--- config.mk ---
export PLATFORM = sky130hd
export DESIGN_NAME = proc_fetch
export DESIGN_NICKNAME = d
export VERILOG_FILES = /design/src/rtl/proc_fetch.sv
export SDC_FILE = /design/constraint.sdc
export NUM_CORES = 1
export LEC_CHECK = 0
export ABC_AREA = 0
export CELL_PAD_IN_SITES_DETAIL_PLACEMENT = 0
export CELL_PAD_IN_SITES_GLOBAL_PLACEMENT = 1
export CORE_MARGIN = 4
export CORE_UTILIZATION = 33
export DETAILED_ROUTE_END_ITERATION = 8
export GPL_TIMING_DRIVEN = 1
export PLACE_DENSITY = 0.89
export SETUP_SLACK_MARGIN = 0.5
export SLEW_MARGIN = 40
export SYNTH_ARGS = -nofsm -noshare
export SYNTH_HDL_FRONTEND = slang
export SYNTH_SLANG_ARGS = --single-unit
export TNS_END_PERCENT = 10
--- constraint.sdc ---
create_clock -name clk -period 2.9 [get_ports clk]
set_clock_uncertainty 0.15 [all_clocks]
set_input_delay 0.58 -clock clk [delete_from_list [all_inputs] [get_ports clk]]
set_output_delay 0.58 -clock clk [all_outputs]
set_load 0.01 [all_outputs]
--- src/rtl/proc_fetch.sv ---
// Instruction fetch stage: issues in-order word fetches from the current PC, buffers the returned
// words in a small circular queue for decode, and drives the PC register's load strobe.
module proc_fetch #(
  parameter int unsigned DATA_WIDTH = 32,
  parameter int unsigned FIFO_DEPTH = 2
) (
  input  logic                  clk,
  input  logic                  rst_n,
  input  logic [DATA_WIDTH-1:0] i_pc,
  output logic                  o_ld_pc,
  output logic [DATA_WIDTH-1:0] o_next_pc,
  output logic                  o_imem_req,
  output logic [DATA_WIDTH-1:0] o_imem_addr,
  input  logic                  i_imem_gnt,
  input  logic                  i_imem_rvalid,
  input  logic [DATA_WIDTH-1:0] i_imem_rdata,
  output logic                  o_if_valid,
  output logic [DATA_WIDTH-1:0] o_if_instr,
  output logic [DATA_WIDTH-1:0] o_if_pc,
  input  logic                  i_if_ready,
  input  logic                  i_redirect,
  input  logic [DATA_WIDTH-1:0] i_redirect_pc,
  output logic                  o_misalign
);

  localparam int unsigned PtrW  = (FIFO_DEPTH > 1) ? $clog2(FIFO_DEPTH) : 1;
  localparam int unsigned CntW  = $clog2(FIFO_DEPTH + 1);
  // Stale responses can pile up across back-to-back redirects, so the drop counter is wider.
  localparam int unsigned DropW = CntW + 4;
  localparam int unsigned DSumW = DropW + 1;
  localparam logic [CntW-1:0] DepthCnt = CntW'(FIFO_DEPTH);

  logic [DATA_WIDTH-1:0] pc_q    [FIFO_DEPTH];
  logic [DATA_WIDTH-1:0] pc_d    [FIFO_DEPTH];
  logic [DATA_WIDTH-1:0] instr_q [FIFO_DEPTH];
  logic [DATA_WIDTH-1:0] instr_d [FIFO_DEPTH];
  logic [FIFO_DEPTH-1:0] filled_q, filled_d;
  logic [PtrW-1:0]       alloc_ptr_q, alloc_ptr_d;
  logic [PtrW-1:0]       fill_ptr_q, fill_ptr_d;
  logic [PtrW-1:0]       rd_ptr_q, rd_ptr_d;
  logic [CntW-1:0]       alloc_cnt_q, alloc_cnt_d;
  logic [CntW-1:0]       unfill_cnt_q, unfill_cnt_d;
  logic [DropW-1:0]      drop_cnt_q, drop_cnt_d;
  logic                  misalign_q, misalign_d;

  logic             accept, fill, drop, deq;
  logic [DSumW-1:0] drop_sum;

  assign o_imem_req = rst_n & ~i_redirect & ~misalign_q & (i_pc[1:0] == 2'b00) &
                      (alloc_cnt_q < DepthCnt);
  assign accept     = o_imem_req & i_imem_gnt;
  assign o_imem_addr = i_pc;
  assign o_ld_pc    = rst_n & (accept | i_redirect);
  assign o_next_pc  = i_redirect ? i_redirect_pc :
                      accept     ? i_pc + DATA_WIDTH'(32'd4) : i_pc;

  assign o_if_valid = filled_q[rd_ptr_q] & ~i_redirect;
  assign o_if_instr = instr_q[rd_ptr_q];
  assign o_if_pc    = pc_q[rd_ptr_q];
  assign o_misalign = misalign_q;

  assign deq  = o_if_valid & i_if_ready;
  assign drop = i_imem_rvalid & ~i_redirect & (drop_cnt_q != '0);
  assign fill = i_imem_rvalid & ~i_redirect & (drop_cnt_q == '0) & (unfill_cnt_q != '0);

  always_comb begin
    pc_d         = pc_q;
    instr_d      = instr_q;
    filled_d     = filled_q;
    alloc_ptr_d  = alloc_ptr_q;
    fill_ptr_d   = fill_ptr_q;
    rd_ptr_d     = rd_ptr_q;
    alloc_cnt_d  = alloc_cnt_q;
    unfill_cnt_d = unfill_cnt_q;
    drop_cnt_d   = drop_cnt_q;
    misalign_d   = misalign_q;
    drop_sum     = {1'b0, drop_cnt_q} + DSumW'(unfill_cnt_q);

    if (i_redirect) begin
      // Every in-flight fetch becomes a stale response; one may be retiring right now.
      if (i_imem_rvalid && drop_sum != '0) drop_sum = drop_sum - DSumW'(1);
      drop_cnt_d   = drop_sum[DSumW-1] ? '1 : drop_sum[DropW-1:0];
      filled_d     = '0;
      alloc_ptr_d  = '0;
      fill_ptr_d   = '0;
      rd_ptr_d     = '0;
      alloc_cnt_d  = '0;
      unfill_cnt_d = '0;
      misalign_d   = 1'b0;
    end else begin
      if (accept) begin
        pc_d[alloc_ptr_q]     = i_pc;
        filled_d[alloc_ptr_q] = 1'b0;
        alloc_ptr_d           = alloc_ptr_q + PtrW'(1);
      end
      if (fill) begin
        instr_d[fill_ptr_q]  = i_imem_rdata;
        filled_d[fill_ptr_q] = 1'b1;
        fill_ptr_d           = fill_ptr_q + PtrW'(1);
      end
      if (drop) drop_cnt_d = drop_cnt_q - DropW'(1);
      if (deq) begin
        filled_d[rd_ptr_q] = 1'b0;
        rd_ptr_d           = rd_ptr_q + PtrW'(1);
      end
      alloc_cnt_d  = alloc_cnt_q + CntW'(accept) - CntW'(deq);
      unfill_cnt_d = unfill_cnt_q + CntW'(accept) - CntW'(fill);
      if (i_pc[1:0] != 2'b00) misalign_d = 1'b1;
    end
  end

  always_ff @(posedge clk or negedge rst_n) begin
    if (!rst_n) begin
      pc_q         <= '{default: '0};
      instr_q      <= '{default: '0};
      filled_q     <= '0;
      alloc_ptr_q  <= '0;
      fill_ptr_q   <= '0;
      rd_ptr_q     <= '0;
      alloc_cnt_q  <= '0;
      unfill_cnt_q <= '0;
      drop_cnt_q   <= '0;
      misalign_q   <= 1'b0;
    end else begin
      pc_q         <= pc_d;
      instr_q      <= instr_d;
      filled_q     <= filled_d;
      alloc_ptr_q  <= alloc_ptr_d;
      fill_ptr_q   <= fill_ptr_d;
      rd_ptr_q     <= rd_ptr_d;
      alloc_cnt_q  <= alloc_cnt_d;
      unfill_cnt_q <= unfill_cnt_d;
      drop_cnt_q   <= drop_cnt_d;
      misalign_q   <= misalign_d;
    end
  end

endmodule

==> impl_metrics.ini <==
[logic_synthesis]
synth-seq-cells = 144
syn-num-nets = 894
synth_area_leader_cell = dfrtp_1
ys_seq_area_share_pct = 45.0
ys_types = 59
async_reset_ff_share_pct = 100
synth_top_cell_area_share_pct = 45.0
synth_area_leaders = dfrtp_1 (45%), mux2_2 (21%), nand2_1 (7.2%), buf_4 (3.3%), xnor2_1 (3.3%)
synth_edf_count = 0
syn_area_mm2 = 0.00802
synth_flop_cell = dfrtp_1
avgSynthCellArea_um2 = 10.3
synth_most_common_cell = nand2_1
syn_inst = 781
synth_top_cells_by_count = nand2_1 (153), mux2_2 (146), dfrtp_1 (144)
ys_warn_count = 0

[setup_path]
crit_path_max_incr_delay_ns = 0.49
slowest_stage = clkdlybuf4s50_1
ff2ff_setup_slack_ns = 0.30
crit_path_start_kind = input port
reg2reg_from = drop_cnt_q[0]$_DFFE_PN0P_
rr_worst_depth = 10
critPathRequiredTime_ns = 2.17
critPathKind = input port to primary output
reg2reg_to = drop_cnt_q[4]$_DFFE_PN0P_
path_buf_inv = 2
cp_max_fo = 2
cp_cell_sequence = clkdlybuf4s50_1, and4_4, nand4_1, or2_4, or3b_1, a31oi_2, buf_2
critical_path.top_delay_family = simple AND/OR/NAND/NOR gates
cp-end-kind = primary output
worstPathArrival_ns = 2.38

[placed_design]
gp_congestion = 0.845
dp_hpwl_um = 17100
placed_cell_area_mm2 = 0.0111
pre_cts_slack_ns = -0.935
portBuffers = 233
dp_cells = 1335

[timing]
max_slew_margin_pct = 54.6
finalWorstSetupSlack_ns = -0.215
worst_pin_slew_ns = 0.681
setup_viol = 24
period_needed_ns = 3.11
period_share_pct = 107
timing.fmax_ghz = 0.321
rsz0062_at_grt = true
maxSlewViolCount = 0
hold_viol = 0

[layout]
instances_no_fill = 1395
nFillCells = 2187
antenna_cells = 0
fin_nets = 1176
drive_above_1_share_pct = 44.1
postLayoutCellArea_mm2 = 0.0121
syn_to_final_growth_pct = 51.1

[clock_network]
clk_latency_ns = 0.42
cts_tree = built
clk_pin_slew_ns = 0.06
numCtsBuffers = 17
cts_sinks = 144
cts_buffer_depth = 2
cts-root-buf = clkbuf_16
htreeDepth = 4
cts_hold_buf = 0

[die]
dieArea_mm2 = 0.0269
dieWidth_um = 164
die_y_um = 164
rows = 56
initial_utilization_pct = 33.8
ios = 234
coreArea_mm2 = 0.0237

[global_routing]
overflow = 0
grt_max_degree = 63
grt_pass1_vias = 7407
antenna_found_initial = 2
grt_usage_pct = 18.7
grt_pass1_wl_um = 39300

[detailed_routing]
firstDrtPassIters = 4
avgViaCountPerCell = 4.92
drtIter0Drc = 190
drcViolationCount = 0
drt-total-wl_um = 24800
ant_nets = 0
vias = 6858
post_drt_wl_per_cell_um = 17.8

[pwr]
p_comb_share_pct = 21.8
peakVddDrop_v = 0.000296
switchingPower_mw = 1.72
swShare_pct = 29.3
clkPwrFrac_pct = 39.2
internal-power_mw = 4.15
power_density_mw_per_mm2 = 485
p_leak_nw = 5.91
pwr-share-seq_pct = 39.0

[job]
drv_cap = 0

[hold_path]
hold_class = input port to asynchronous set/reset pin

[status]
violations = setup timing
run_status = finished, violations left
-- placed cells by master, fill, tap and decap left out, types with 4 or more instances in the layout --
cell             count
nor2b_1              5
xnor2_1             27
clkbuf_16           17
xor2_1               7
buf_4               92
o21ai_1             25
o21ai_0             19
nand2_1            151
clkdlybuf4s50_1     97
nor4_4              17
nor2_1              17
mux2_4              21
and2_1               8
clkdlybuf4s15_2     13
nand2b_1             4
nand3_1              9
mux2_2             125
nand4_1             10
dfrtp_1            142
a41oi_1              5
inv_1               15
buf_2               83
a21oi_1              4
buf_12              11
ha_1                 6
dlygate4sd2_1       18
buf_6               23
-- kinds of logic (layout without fill, tap and decap cells) --
family | Yosys count | in the layout | share of synthesized area (%)
AND/OR/NAND/NOR | 264 | 265 | 15.7
adder cells (fa/ha/maj) | 11 | 11 | 1.81
XOR/XNOR | 37 | 37 | 4.04
AO/OA/AOI/OAI | 77 | 77 | 6.06
multiplexers | 148 | 148 | 20.8
buffers and inverters | 100 | 394 | 6.70
flip-flops | 144 | 144 | 45.0
-- power groups by stage --
stage	logic (mW)	clock network, mW	registers (mW)
3_3_place_gp	1.33	0	2.31
6_report	1.28	2.30	2.29
3_5_place_dp	1.34	0	2.32
2_1_floorplan	0.680	0	2.25
4_1_cts	1.29	2.37	2.29
5_1_grt	1.40	2.47	2.31
-- routing by layer --
| metal | wire length [um] | track usage [%] | share of wire (%) | vias to the layer above |
|---|---|---|---|---|
| li1 | - | - | - | 3242 |
| met1 | 10300 | 22.1 | 41 | 3312 |
| met2 | 11700 | 30.8 | 47 | 250 |
| met3 | 1890 | 6.32 | 7.6 | 50 |
| met4 | 925 | 8.39 | 3.7 | 4 |
| met5 | 21 | 0 | 0.085 | - |
-- stage by stage --
step                util, %  power, mW  hold slack [ns]  TNS [ns]
floorplan                 -       2.93            0.134         0
global placement       46.9       3.64            0.295    -22.18
detailed placement     46.9       3.66            0.302    -22.35
CTS                    50.7       5.94            0.145     -1.73
global route           51.1       6.18            0.170     -5.51
finish                 51.1       5.87            0.119     -2.87
-- worst max path at each step --
stage	start	endpoint	slack (ns)	cells past startpoint
global route	alloc_cnt_q[1]$_DFF_PN0_	o_next_pc[30]	-0.29	9
CTS	i_pc[22]	o_next_pc[31]	-0.21	8
global placement	i_pc[9]	o_next_pc[31]	-0.92	7
floorplan	i_pc[17]	o_next_pc[31]	0.18	7
finish	i_pc[25]	o_next_pc[31]	-0.21	7
detailed placement	i_pc[9]	o_next_pc[31]	-0.94	7
-- state kept, by name, indices dropped and copies added, names as in the netlist --
name	cells
alloc_cnt_q	2
drop_cnt_q	6
pc_q	64
unfill_cnt_q	2
fill_ptr_q	1
instr_q	64
rd_ptr_q	1
filled_q	2
o_misalign	1
alloc_ptr_q	1
-- final cells by class --
type                       instances  area [um2]  share of cell area [%]
timing repair buffer             344        2970                    24.5
sequential                       144        3610                    29.8
inverter                          18        70.1                   0.579
multi-input combinational        538        4440                    36.7
clock buffer                      17         425                    3.51
clock inverter                    15         199                    1.64
tap                              319         399                    3.30
-- repair_timing --
| action | in CTS | in global routing |
|---|---|---|
| setup endpoints to repair | 192 | 148 |
| hold endpoints to repair | 0 | 0 |
| pin swaps | 53 | 19 |
| cloned | 2 | 0 |
| buffers inserted | 20 | 6 |
| resized for setup | 592 | 20 |
(Power assumes the default switching activity.)
